--- src/rtl/aes_shiftrows_unit.sv ---
`default_nettype none
// ============================================================================
//  Module      : aes_shiftrows_unit
//  Description : Handshaked ShiftRows / InvShiftRows stage for Rijndael with
//                Nb = 4, 6 or 8 columns. The direction is selected per block.
//                A 2-entry registered output buffer gives 1-cycle latency,
//                full throughput and lossless backpressure.
//  Revision    : 1.0  initial release
// ============================================================================
module aes_shiftrows_unit #(
    parameter int NB = 4,
    parameter int BW = 32 * NB
) (
    input  logic          clk,
    input  logic          rst,
    input  logic          in_valid,
    output logic          in_ready,
    input  logic          in_mode,
    input  logic [BW-1:0] in_data,
    output logic          out_valid,
    input  logic          out_ready,
    output logic          out_mode,
    output logic [BW-1:0] out_data,
    output logic [1:0]    occupancy
);

    // Rows 2 and 3 shift further for the 256-bit block.
    localparam int c_SHIFT2 = (NB == 8) ? 3 : 2;
    localparam int c_SHIFT3 = (NB == 8) ? 4 : 3;

    // Reject unsupported geometries at elaboration time.
    if (!(NB == 4 || NB == 6 || NB == 8)) begin : g_bad_nb
        $error("aes_shiftrows_unit: NB must be 4, 6 or 8");
    end
    if (BW != 32 * NB) begin : g_bad_bw
        $error("aes_shiftrows_unit: BW is derived from NB and must not be overridden");
    end

    logic [BW-1:0] w_fwd;
    logic [BW-1:0] w_inv;
    logic [BW-1:0] w_perm;
    logic          w_accept;
    logic          w_pop;
    logic [1:0]    w_next_count;

    logic [1:0]    r_count;
    logic          r_in_ready;
    logic          r_head_mode;
    logic [BW-1:0] r_head_data;
    logic          r_tail_mode;
    logic [BW-1:0] r_tail_data;

    // Pure byte routing: each output byte picks its source column within the
    // same row, wrapping modulo NB.
    for (genvar r = 0; r < 4; r++) begin : g_row
        for (genvar c = 0; c < NB; c++) begin : g_col
            localparam int c_SHIFT = (r == 0) ? 0 :
                                     (r == 1) ? 1 :
                                     (r == 2) ? c_SHIFT2 : c_SHIFT3;
            localparam int c_FSRC  = (c + c_SHIFT) % NB;
            localparam int c_ISRC  = (c - c_SHIFT + NB) % NB;
            assign w_fwd[BW-1-8*(4*c+r) -: 8] = in_data[BW-1-8*(4*c_FSRC+r) -: 8];
            assign w_inv[BW-1-8*(4*c+r) -: 8] = in_data[BW-1-8*(4*c_ISRC+r) -: 8];
        end
    end

    assign w_perm   = in_mode ? w_inv : w_fwd;
    assign w_accept = in_valid && r_in_ready;
    assign w_pop    = (r_count != 2'd0) && out_ready;

    // Next buffer fill level from the accept/pop pair.
    always_comb begin
        w_next_count = r_count;
        case ({w_accept, w_pop})
            2'b10:   w_next_count = r_count + 2'd1;
            2'b01:   w_next_count = r_count - 2'd1;
            default: w_next_count = r_count;
        endcase
    end

    // Two-entry FIFO held as head/tail registers; head always drives the output.
    always_ff @(posedge clk) begin
        if (rst) begin
            r_count     <= 2'd0;
            r_in_ready  <= 1'b1;
            r_head_mode <= 1'b0;
            r_head_data <= '0;
            r_tail_mode <= 1'b0;
            r_tail_data <= '0;
        end else begin
            r_count    <= w_next_count;
            r_in_ready <= (w_next_count < 2'd2);
            if (r_count == 2'd0) begin
                if (w_accept) begin
                    r_head_mode <= in_mode;
                    r_head_data <= w_perm;
                end
            end else if (r_count == 2'd1) begin
                if (w_accept && w_pop) begin
                    // Current head leaves this edge; the new block replaces it.
                    r_head_mode <= in_mode;
                    r_head_data <= w_perm;
                end else if (w_accept) begin
                    r_tail_mode <= in_mode;
                    r_tail_data <= w_perm;
                end
            end else begin
                // Full: no accept possible, a pop promotes the tail.
                if (w_pop) begin
                    r_head_mode <= r_tail_mode;
                    r_head_data <= r_tail_data;
                end
            end
        end
    end

    assign in_ready  = r_in_ready;
    assign out_valid = (r_count != 2'd0);
    assign out_mode  = r_head_mode;
    assign out_data  = r_head_data;
    assign occupancy = r_count;

endmodule
`default_nettype wire

--- config.mk ---
export PLATFORM = sky130hd
export DESIGN_NAME = aes_shiftrows_unit
export DESIGN_NICKNAME = d
export VERILOG_FILES = /design/src/rtl/aes_shiftrows_unit.sv
export SDC_FILE = /design/constraint.sdc
export NUM_CORES = 1
export LEC_CHECK = 0
export ABC_AREA = 0
export ABC_CLOCK_PERIOD_IN_PS = 3400
export CAP_MARGIN = 25
export CORE_ASPECT_RATIO = 1.2
export CORE_MARGIN = 4
export CORE_UTILIZATION = 52
export CTS_CLUSTER_DIAMETER = 40
export CTS_CLUSTER_SIZE = 10
export DETAILED_ROUTE_END_ITERATION = 16
export PLACE_DENSITY = 0.85
export SLEW_MARGIN = 20
export SYNTH_ARGS = -nofsm -noshare
export SYNTH_HDL_FRONTEND = slang
export SYNTH_SLANG_ARGS = --single-unit
--- constraint.sdc ---
create_clock -name clk -period 3.4 [get_ports clk]
set_clock_uncertainty 0.15 [all_clocks]
set_input_delay 1.02 -clock clk [delete_from_list [all_inputs] [get_ports clk]]
set_output_delay 1.02 -clock clk [all_outputs]
set_load 0.1 [all_outputs]
# ---- Yosys cells after proc, flatten, opt, wreduce, memory -nomap -nowiden
# Cells that the tools add are included.
dict set report classes {
  add_sub_neg 2
  n_mul 0
  n_div 0
  order_cmp 1
  n_eq_ne 5
  shifts 0
  n_mux 12
  bitwise_logic 2
  reduce_logical 8
}
# operator n
set ops {}
lappend ops {{two-way mux 128 bit} 5}
lappend ops {{two-way mux 120 bit} 1}
lappend ops {{two-way mux 1 bit} 5}
lappend ops {{== test 2 x 1 -> 1 bit, second input constant} 2}
lappend ops {{case mux 2 bit (2 select lines)} 1}
lappend ops {{AND reduction 4 bit} 1}
lappend ops {{logical AND 1 bit} 3}
lappend ops {{inequality test 3 x 2 -> 1 bit, second input constant} 1}
lappend ops {{AND reduction 3 bit} 1}
lappend ops {{nonzero test 3 bit} 1}
lappend ops {{adder 2 x 1 -> 2 bit, second input constant} 1}
lappend ops {{== test 2 bit, second input constant} 1}
lappend ops {{zero test 2 bit} 1}
lappend ops {{less-than comparator 2 bit, second input constant} 1}
lappend ops {{inequality test 2 bit, second input constant} 1}
lappend ops {{NOT 1 bit} 2}
lappend ops {{nonzero test 2 bit} 1}
lappend ops {{subtractor 2 x 1 -> 2 bit, second input constant} 1}
dict set report totals {
  ff_bits 261
  latchBits 0
  ram_bits 0
  romBits 0
  input_bits 133
  out_inout_bits 133
  wordCells 36
  memories 0
}

# ---- Depth between registers and ports, before layout
# Gate-level depths: netlist (run 1).
dict set report depth {
  ltp_word 6
  ltp_mapped 15
  mapped_depth_nobuf 9
}

# ---- Worst setup path before layout (run 1)
# OpenSTA, ideal clock, no wires.
dict set report synth_path {
  path_kind {reg-to-reg}
  startpoint {reg (tool-made name)}
  endpoint {reg r_head_data[105] (netlist: out_data[105])}
  setup_ns 0.121
  arrival_ns 4.131
  t_required_ns 3.129
  setup_slack_ns -1.002
  stages_incl_launch_ff 16
  path_buffers 6
  synth_period_minus_slack_ns 4.402
  cell_sequence {dfxtp_1 > inv_1 > ha_1 > buf_2 > buf_4 > buf_2 > buf_2 > inv_1 > nand2_1 > inv_1 > ha_1 > inv_2 > a221o_1 > buf_2 > buf_6 > mux2_4}
}
# element line_no
set synth_rtl {}
lappend synth_rtl {{to (signal assigned)} 96} ;# r_head_data <= w_perm;
lappend synth_rtl {{to (signal assigned)} 102} ;# r_head_data <= w_perm;
lappend synth_rtl {{to (signal assigned)} 111} ;# r_head_data <= r_tail_data;
lappend synth_rtl {{to (decl)} 49} ;# logic [BW-1:0] r_head_data;

# ---- Worst setup path after layout (run 1)
dict set report layout_path {
  startpoint {in in_valid}
  endpoint {reg r_tail_data[55]}
}
dict set report layout_between {
  elab_chain_cells 4
}
# element line_no
set layout_rtl {}
lappend layout_rtl {{from (decl)} 16} ;# input logic in_valid,
lappend layout_rtl {{logical AND 1 bit *} 68} ;# assign w_accept = in_valid && r_in_ready;
lappend layout_rtl {{logical AND 1 bit} 99} ;# if (w_accept && w_pop) begin
lappend layout_rtl {{NOT 1 bit (no line)} n/a}
lappend layout_rtl {{AND reduction 4 bit (no line) *} n/a}
lappend layout_rtl {{to (signal assigned)} 105} ;# r_tail_data <= w_perm;
lappend layout_rtl {{to (decl)} 51} ;# logic [BW-1:0] r_tail_data;
# Every way passes the cells marked *; elsewhere a longest branch is shown, timed or not.
# A chain may end at the register's enable or synchronous reset.

==> out/summary.json, run 1 <==
{
  "run_status": "finished, final reports clean",
  "reg2reg_slack_ns": 0.72,
  "tritoncts": "done",
  "post_cts_setup_repair_buffer_count": 0,
  "cts.htree.levels": 2,
  "mostFrequentLayoutCell": "dfxtp_1",
  "drive_above_1_share_pct": 20.1,
  "core-area_sq_um": 24800,
  "top_layer_used": "met4",
  "syn-cell-area_sq_um": 13200,
  "cap_violations": 0,
  "totalWireLength_um": 36100,
  "detailedRoute.firstPassIterationCount": 7,
  "dr_wl_met2_um": 17300,
  "grt_start_max_net_pins": 194,
  "timing.final.crit_period_ns": 2.99,
  "die_y_extent_um": 182,
  "detailroute.wirelength.met3_um": 2900,
  "die_width_um": 153,
  "fmax_mhz": 335,
  "number_of_unique_standard_cell_types_used_by_synthesis": 29,
  "setup.worst_path.class": "in2reg",
  "drc_markers": 0,
  "post_cts_hold_buffer_count": 0,
  "met1_length_um": 14900,
  "r2r.worst_path.cells": 7,
  "instance_count_of_the_mapped_netlist": 1429,
  "cts.sink_count": 261,
  "syn2layout_area_growth_pct": 26.8,
  "timing.final.crit_share_pct": 87.9,
  "layout_common_cells": "259 x dfxtp_1, 195 x a21oi_1, 148 x buf_4, 131 x o21ai_0, 130 x clkdlybuf4s50_1",
  "antenna_found_initial": 0,
  "p_leak_uw": 0.00654,
  "clock_insertion_delay_at_the_later_pin_of_the_skew_report_ns": 0.50,
  "placement.cell_area_sq_um": 15500,
  "buffer_ports.inserted": 265,
  "timing.hold.worst_path_depth": 2,
  "num_vias": 11700,
  "setup_viol": 0,
  "timing.max_slew.rel_slack_pct": 39.7,
  "yosysTopAreaCell": "dfxtp_1",
  "worst-slew-pin-transition_ns": 0.904,
  "synth_top_area_share_pct": 39.7,
  "synthesis.area_per_instance_sq_um": 9.22,
  "hold_path_startpoint": "r_tail_data[60]$_SDFFE_PP0P_",
  "first_global_vias": 11300,
  "rsz_0062_raised_after_global_routing": "no",
  "postLayoutCellArea_sq_um": 16700,
  "worst_path_maximum_fanout": 193,
  "cts_max_path_buffers": 3,
  "worst_setup_path_end_kind": "register",
  "clock_tree.root_cell": "clkbuf_16",
  "nNetsFinal": 1726,
  "grt_first_pass_wirelength_um": 58000,
  "detail_route.wl_per_cell_um": 18.7,
  "synth_seq_area_share_pct": 39.7,
  "route.antenna.remaining_nets": 0,
  "place_congestion": 0.810,
  "grt_remaining_overflow": 0,
  "yosys_register_bits": 261,
  "synth.area.top_cells": "dfxtp_1 40%, mux2i_1 9.7%, a21oi_1 7.4%",
  "worstPathRequired_ns": 3.63,
  "pwr_density_cell_nw_per_um2": 1040,
  "die_area_sq_um": 28000,
  "setup.worst_path.start_class": "input pin",
  "grt.total_usage_pct": 24.3,
  "dr.first_iter.drc_count": 692,
  "final.setup.tns_ns": 0,
  "irDropWorstVdd_mv": 0.648,
  "worst_hold_path_type": "reg2reg",
  "crit-reg2reg-capture": "r_tail_data[90]$_SDFFE_PP0P_",
  "worstHoldEndpoint": "r_tail_data[60]$_SDFFE_PP0P_",
  "post_cts_resize_count": 0,
  "pin_count": 266,
  "worstPathArrival_ns": 3.22,
  "start_util_pct": 53.1,
  "tritoncts_buffer_count": 36,
  "num_rows": 63,
  "yosysWarnings": 0,
  "dpl_wire_length_um": 22100,
  "total_power_uw": 17400,
  "fin_hold_ws_ns": 0.318,
  "synthesis.nets": 1568,
  "clk_transition_reported_paths_ns": 0.05,
  "final_hold_viol_count": 0,
  "antennaDiodeCount": 0,
  "routed_via_density": 6.04,
  "final_max_slew_viol_count": 0
}
## metal layers
layer / GRT usage (%) / up-vias
li1: - / 5539
met1: 30.8 / 5596
met2: 40.4 / 444
met3: 6.21 / 71
met4: 8.31 / 0
met5: 0 / -
## cell usage after synthesis
| cell type | number |
|---|---|
| a211o_1 | 65 |
| a211oi_1 | 2 |
| a21oi_1 | 195 |
| a221o_1 | 1 |
| a311oi_1 | 64 |
| and4b_1 | 1 |
| buf_1 | 7 |
| buf_2 | 35 |
| buf_4 | 18 |
| buf_6 | 6 |
| clkbuf_1 | 107 |
| dfxtp_1 | 261 |
| ha_1 | 6 |
| inv_1 | 5 |
| inv_2 | 1 |
| mux2_2 | 19 |
| mux2_4 | 46 |
| mux2i_1 | 128 |
| nand2_1 | 3 |
| nand2b_1 | 64 |
| nand3_1 | 65 |
| nand4b_1 | 1 |
| nor2_1 | 1 |
| nor2b_1 | 66 |
| nor3_1 | 65 |
| o21ai_0 | 131 |
| or2_1 | 1 |
| or3b_1 | 32 |
| or3b_2 | 33 |
## cells by family (layout without fill, tap and decap cells)
family          count (synthesis)  in the layout  share of synthesized area (%)
compound gates                458            458                           21.2
simple gates                  332            332                           15.7
flops                         261            261                           39.7
mux                           193            193                           16.6
buf+inv                       179            355                           6.29
fa+ha+maj                       6              6                          0.570
## how the worst max path moves through the flow
stage,start,to,slack (ns),depth (start not counted)
finish,in_valid,r_tail_data[55]$_SDFFE_PP0P_,0.41,8
global route,in_valid,r_tail_data[52]$_SDFFE_PP0P_,0.33,8
CTS,in_valid,out_data[13]$_SDFFE_PP0P_,0.55,8
detailed placement,in_valid,out_data[13]$_SDFFE_PP0P_,0.07,8
global placement,in_valid,out_data[14]$_SDFFE_PP0P_,0.10,8
floorplan,occupancy[0]$_SDFFE_PP0P_,out_data[105]$_SDFFE_PP0P_,0.02,15
## sequential cells by signal, summed over array words and instances (netlist names), named ones only
register     flops
in_ready         1
occupancy        1
out_data       128
out_mode         1
r_tail_data    128
r_tail_mode      1
## power breakdown
| group | switching (uW) | total [uW] | internal (uW) |
|---|---|---|---|
| Combinational | 6930 | 9610 | 2680 |
| Clock | 1340 | 3680 | 2350 |
| Sequential | 399 | 4150 | 3750 |
| Total | 8670 | 17400 | 8780 |
## metrics by stage
stage | setup WS (ns) | utilization (%) | std cells
5_1_grt | 0.329 | 67.3 | 1930
3_5_place_dp | 0.0673 | 62.6 | 1874
2_1_floorplan | 0.0230 | - | 1429
4_1_cts | 0.547 | 67.3 | 1930
6_report | 0.411 | 67.3 | 1930
3_3_place_gp | 0.103 | 62.6 | 1874
## final cells by class
type / instances / area (sq um)
clock buffers: 45 / 987
clock inverters: 11 / 171
fillers: 1990 / 8130
inverters: 6 / 31.3
multi-input cells: 989 / 7170
flip-flops and latches: 261 / 5230
well taps: 325 / 407
repair buffers: 293 / 2710
## worst max-delay path, cell delays in order
cell and delay [ns]:
clkdlybuf4s50_1 0.45, nand2_1 0.17, inv_1 0.09, ha_2 0.22, inv_6 0.07, buf_12 0.53, a21oi_1 0.14, a311oi_1 0.32
(Power assumes the default switching activity.)
==> run 2: changes to the inputs <==
--- a/config.mk
+++ b/config.mk
@@ -11,9 +11,12 @@
 export CORE_ASPECT_RATIO = 1.2
 export CORE_MARGIN = 4
 export CORE_UTILIZATION = 52
+export CTS_BUF_LIST = sky130_fd_sc_hd__clkbuf_16
 export CTS_CLUSTER_DIAMETER = 40
 export CTS_CLUSTER_SIZE = 10
 export DETAILED_ROUTE_END_ITERATION = 16
+export GPL_ROUTABILITY_DRIVEN = 0
+export HOLD_SLACK_MARGIN = 0.06
 export PLACE_DENSITY = 0.85
 export SLEW_MARGIN = 20
 export SYNTH_ARGS = -nofsm -noshare
==> run 2 against run 1 <==
Compared with the run above: combinational power is essentially flat; register-to-register slack about the same; core utilization about the same; via count increased by 0.45%; total power is 0.27% lower; first-iteration DRC count up 0.87%; sequential cell count did not move; worst hold slack is essentially flat; critical path depth stayed put; maximum frequency grew 0.20%; critical path type unchanged; critical endpoint unchanged; largest power group unchanged.
==> out/summary.json, run 2 (synthesis results as in run 1) <==
{
  "run_status": "finished, final reports clean",
  "fmax_mhz": 335,
  "first_global_vias": 11400,
  "die_width_um": 153,
  "worst_setup_path_end_kind": "register",
  "post_cts_hold_buffer_count": 0,
  "nNetsFinal": 1726,
  "post_cts_setup_repair_buffer_count": 0,
  "setup_viol": 0,
  "routed_via_density": 6.06,
  "tritoncts_buffer_count": 36,
  "detail_route.wl_per_cell_um": 18.7,
  "antennaDiodeCount": 0,
  "timing.final.crit_period_ns": 2.98,
  "core-area_sq_um": 24800,
  "worstPathRequired_ns": 3.63,
  "num_rows": 63,
  "grt_start_max_net_pins": 194,
  "irDropWorstVdd_mv": 0.648,
  "hold_path_startpoint": "r_tail_data[60]$_SDFFE_PP0P_",
  "pin_count": 266,
  "cts.sink_count": 261,
  "cts_max_path_buffers": 3,
  "totalWireLength_um": 36000,
  "timing.hold.worst_path_depth": 2,
  "pwr_density_cell_nw_per_um2": 1040,
  "tritoncts": "done",
  "seq_power_share_pct": 23.8,
  "worstPathArrival_ns": 3.22,
  "clk_transition_reported_paths_ns": 0.06,
  "setup.worst_path.class": "in2reg",
  "power_internal_uw": 8740,
  "reg2reg_slack_ns": 0.71,
  "layout_common_cells": "259 x dfxtp_1, 195 x a21oi_1, 148 x buf_4, 131 x o21ai_0, 130 x clkdlybuf4s50_1",
  "drive_above_1_share_pct": 20.1,
  "final.setup.tns_ns": 0,
  "r2r.worst_path.cells": 7,
  "worst_path_maximum_fanout": 193,
  "setup.worst_path.start_class": "input pin",
  "grt.total_usage_pct": 24.3,
  "grt_first_pass_wirelength_um": 57900,
  "final_max_slew_viol_count": 0,
  "die_area_sq_um": 28000,
  "clock_insertion_delay_at_the_later_pin_of_the_skew_report_ns": 0.49,
  "buffer_ports.inserted": 265,
  "syn2layout_area_growth_pct": 26.7,
  "clock_power_share_pct": 20.9,
  "post_cts_resize_count": 0,
  "switchingPower_uw": 8660,
  "antenna_found_initial": 0,
  "drc_markers": 0,
  "start_util_pct": 53.1,
  "detailedRoute.firstPassIterationCount": 6,
  "final_hold_viol_count": 0,
  "die_y_extent_um": 182,
  "sw_frac_of_total_pct": 49.8,
  "fin_hold_ws_ns": 0.318,
  "mostFrequentLayoutCell": "dfxtp_1",
  "cts.htree.levels": 2,
  "timing.final.crit_share_pct": 87.7,
  "rsz_0062_raised_after_global_routing": "no",
  "cap_violations": 0,
  "grt_remaining_overflow": 0,
  "fill_cells": 1992,
  "worst_hold_path_type": "reg2reg",
  "clock_tree.root_cell": "clkbuf_16",
  "p_leak_uw": 0.00656,
  "dr.first_iter.drc_count": 698,
  "worstHoldEndpoint": "r_tail_data[60]$_SDFFE_PP0P_",
  "crit-reg2reg-capture": "r_tail_data[90]$_SDFFE_PP0P_",
  "worst-slew-pin-transition_ns": 0.901,
  "num_vias": 11700,
  "route.antenna.remaining_nets": 0,
  "timing.max_slew.rel_slack_pct": 39.9,
  "dpl_wire_length_um": 22100,
  "power.combinational.fraction_pct": 55.2
}
-- run 2: worst max-delay path, cell delays in order --
cell and delay, ns:
clkdlybuf4s50_1 0.45, nand2_1 0.17, inv_1 0.09, ha_2 0.22
inv_6 0.07, buf_12 0.55, a21oi_1 0.14, a311oi_1 0.32
-- run 2: per-stage QoR --
stage | area (sq um) | utilization [%] | setup WS, ns | total power [uW] | std cells
finish | 16700 | 67.2 | 0.417 | 17400 | 1930
floorplan | 13200 | - | 0.0230 | 11900 | 1429
detailed placement | 15500 | 62.6 | 0.0673 | 13800 | 1874
global route | 16700 | 67.2 | 0.337 | 18100 | 1930
CTS | 16700 | 67.2 | 0.547 | 17500 | 1930
global placement | 15500 | 62.6 | 0.103 | 13700 | 1874
-- run 2: area by class of cell --
type,count,area [sq um],share of cell area (%)
Sequential cell,261,5230,31.3
Clock buffer,38,951,5.70
Clock inverter,18,198,1.18
Multi-Input combinational cell,989,7170,42.9
Timing Repair Buffer,293,2710,16.2
Inverter,6,31.3,0.187
Tap cell,325,407,2.44
-- run 2: layer usage --
| layer | global-route usage (%) | part of all wire (%) | vias to the layer above |
|---|---|---|---|
| met1 | 30.7 | 40 | 5614 |
| met3 | 6.21 | 8.5 | 71 |
| met4 | 8.70 | 3.0 | 0 |
| met5 | 0 | 0 | - |
| li1 | - | - | 5533 |
| met2 | 40.3 | 48 | 485 |
-- run 2: worst max path at each step --
stage | from | end
5_1_grt | in_valid | r_tail_data[52]$_SDFFE_PP0P_
2_1_floorplan | occupancy[0]$_SDFFE_PP0P_ | out_data[105]$_SDFFE_PP0P_
3_3_place_gp | in_valid | out_data[14]$_SDFFE_PP0P_
3_5_place_dp | in_valid | out_data[13]$_SDFFE_PP0P_
6_report | in_valid | r_tail_data[55]$_SDFFE_PP0P_
4_1_cts | in_valid | out_data[13]$_SDFFE_PP0P_
-- run 2: power by group through the flow --
stage                     clock network, uW  logic (uW)  registers, uW
after floorplan                           0        3580           8280
after CTS                              3700        9630           4150
after global placement                    0        9470           4180
after detailed placement                  0        9600           4200
after global routing                   3840       10000           4220
final                                  3640        9610           4150
==> run 3: changes to the inputs <==
--- a/config.mk
+++ b/config.mk
@@ -9,7 +9,6 @@
 export ABC_CLOCK_PERIOD_IN_PS = 3400
 export CAP_MARGIN = 25
 export CORE_ASPECT_RATIO = 1.2
-export CORE_MARGIN = 4
 export CORE_UTILIZATION = 52
 export CTS_BUF_LIST = sky130_fd_sc_hd__clkbuf_16
 export CTS_CLUSTER_DIAMETER = 40
==> run 3 against run 2 <==
Compared with the run above: sequential share of layout area rose by 0.12 points; final cell count fell by 0.16%; sequential cell count did not move; count of clock-buffer cells in the layout fell by 1; largest cell class unchanged; non-clock buffer count fell by 4; combinational power barely moved.
==> out/summary.json, run 3 (synthesis results as in run 1) <==
{
  "syn2layout_area_growth_pct": 26.2,
  "fmax_mhz": 331,
  "post_cts_resize_count": 0,
  "nNetsFinal": 1722,
  "fill_cells": 1999,
  "die_width_um": 147,
  "antennaDiodeCount": 0,
  "r2r.worst_path.cells": 10,
  "start_util_pct": 53.1,
  "setup_viol": 0,
  "post_cts_setup_repair_buffer_count": 0,
  "grt_first_pass_wirelength_um": 54900,
  "post_cts_hold_buffer_count": 0,
  "dp_worst_setup_slack_ns": 0.00998,
  "num_vias": 11500,
  "pin_count": 266,
  "fin_ws_ns": 0.379,
  "clock_insertion_delay_at_the_later_pin_of_the_skew_report_ns": 0.50,
  "timing.final.crit_share_pct": 88.9,
  "tritoncts": "done",
  "run_status": "finished, final reports clean",
  "fin_hold_ws_ns": 0.315,
  "setup.worst_path.start_class": "input pin",
  "crit-reg2reg-capture": "r_tail_data[36]$_SDFFE_PP0P_",
  "cts_max_path_buffers": 3,
  "timing.hold.worst_path_depth": 2,
  "cap_violations": 0,
  "dpl_wire_length_um": 21000,
  "layout_common_cells": "259 x dfxtp_1, 195 x a21oi_1, 143 x buf_4, 131 x o21ai_0, 130 x clkdlybuf4s50_1",
  "grt_start_max_net_pins": 194,
  "grt.total_usage_pct": 25.4,
  "detail_route.wl_per_cell_um": 18.0,
  "die_y_extent_um": 176,
  "placement.cell_area_sq_um": 15500,
  "worstHoldEndpoint": "r_tail_data[59]$_SDFFE_PP0P_",
  "dr.first_iter.drc_count": 828,
  "cts.htree.levels": 2,
  "worst-slew-pin-transition_ns": 0.915,
  "final_hold_viol_count": 0,
  "irDropWorstVdd_mv": 0.745,
  "clk_transition_reported_paths_ns": 0.05,
  "mostFrequentLayoutCell": "dfxtp_1",
  "pwr_density_cell_nw_per_um2": 1040,
  "final.setup.tns_ns": 0,
  "die_area_sq_um": 26000,
  "clock_tree.root_cell": "clkbuf_16",
  "tritoncts_buffer_count": 36,
  "final_max_slew_viol_count": 0,
  "timing.final.crit_period_ns": 3.02,
  "worst_setup_path_end_kind": "register",
  "worst_hold_path_type": "reg2reg",
  "reg2reg_slack_ns": 0.75,
  "hold_path_startpoint": "r_tail_data[59]$_SDFFE_PP0P_",
  "num_rows": 63,
  "buffer_ports.inserted": 265,
  "drive_above_1_share_pct": 19.6,
  "rsz_0062_raised_after_global_routing": "no",
  "timing.max_slew.rel_slack_pct": 39.0,
  "antenna_found_initial": 0,
  "drc_markers": 0,
  "p_leak_uw": 0.00651,
  "totalWireLength_um": 34700,
  "worst_path_maximum_fanout": 193,
  "setup.worst_path.class": "in2reg",
  "routed_via_density": 5.95,
  "finish.utilization_pct": 67.0,
  "first_global_vias": 10900,
  "postLayoutCellArea_sq_um": 16600,
  "worstPathRequired_ns": 3.65,
  "core-area_sq_um": 24800,
  "grt_remaining_overflow": 0,
  "cts.sink_count": 261,
  "route.antenna.remaining_nets": 0,
  "detailedRoute.firstPassIterationCount": 5,
  "worstPathArrival_ns": 3.27
}
-- run 3: cell type report --
| class | count | area, sq um | share of cell area, % |
|---|---|---|---|
| Multi-Input combinational cell | 989 | 7170 | 43.1 |
| Inverter | 6 | 31.3 | 0.188 |
| Timing Repair Buffer | 289 | 2690 | 16.2 |
| Clock inverter | 20 | 175 | 1.05 |
| Clock buffer | 37 | 926 | 5.57 |
| Sequential cell | 261 | 5230 | 31.5 |
| Tap cell | 325 | 407 | 2.45 |
-- run 3: through the flow --
stage	cells	power, uW
floorplan	1429	11900
global placement	1870	13600
detailed placement	1870	13800
CTS	1927	17300
global route	1927	17900
finish	1927	17200
-- run 3: power breakdown --
part	total, uW	switching (uW)	internal [uW]
Combinational	9590	6910	2690
Clock	3520	1330	2180
Sequential	4140	381	3750
-- run 3: worst max path at each step --
stage,start,endpoint,slack [ns],cells past startpoint
after floorplan,occupancy[0]$_SDFFE_PP0P_,out_data[105]$_SDFFE_PP0P_,0.02,15
after global placement,in_valid,out_data[63]$_SDFFE_PP0P_,0.07,8
after detailed placement,in_valid,r_tail_data[22]$_SDFFE_PP0P_,0.01,8
after CTS,in_valid,r_tail_data[36]$_SDFFE_PP0P_,0.46,8
after global routing,in_valid,r_tail_data[36]$_SDFFE_PP0P_,0.28,8
final,in_valid,r_tail_data[36]$_SDFFE_PP0P_,0.38,8
-- run 3: worst max-delay path, stage by stage --
cell	delay (ns)
clkdlybuf4s50_1	0.50
nand2_1	0.18
inv_1	0.08
ha_2	0.22
inv_6	0.07
buf_12	0.53
a21oi_1	0.17
a311oi_1	0.33
-- run 3: layer usage --
layer	track usage [%]	routed length, um	vias to the layer above
met5	0	0	-
met1	31.7	14400	5463
met4	8.59	859	0
li1	-	-	5543
met3	5.63	2450	61
met2	43.2	17000	397
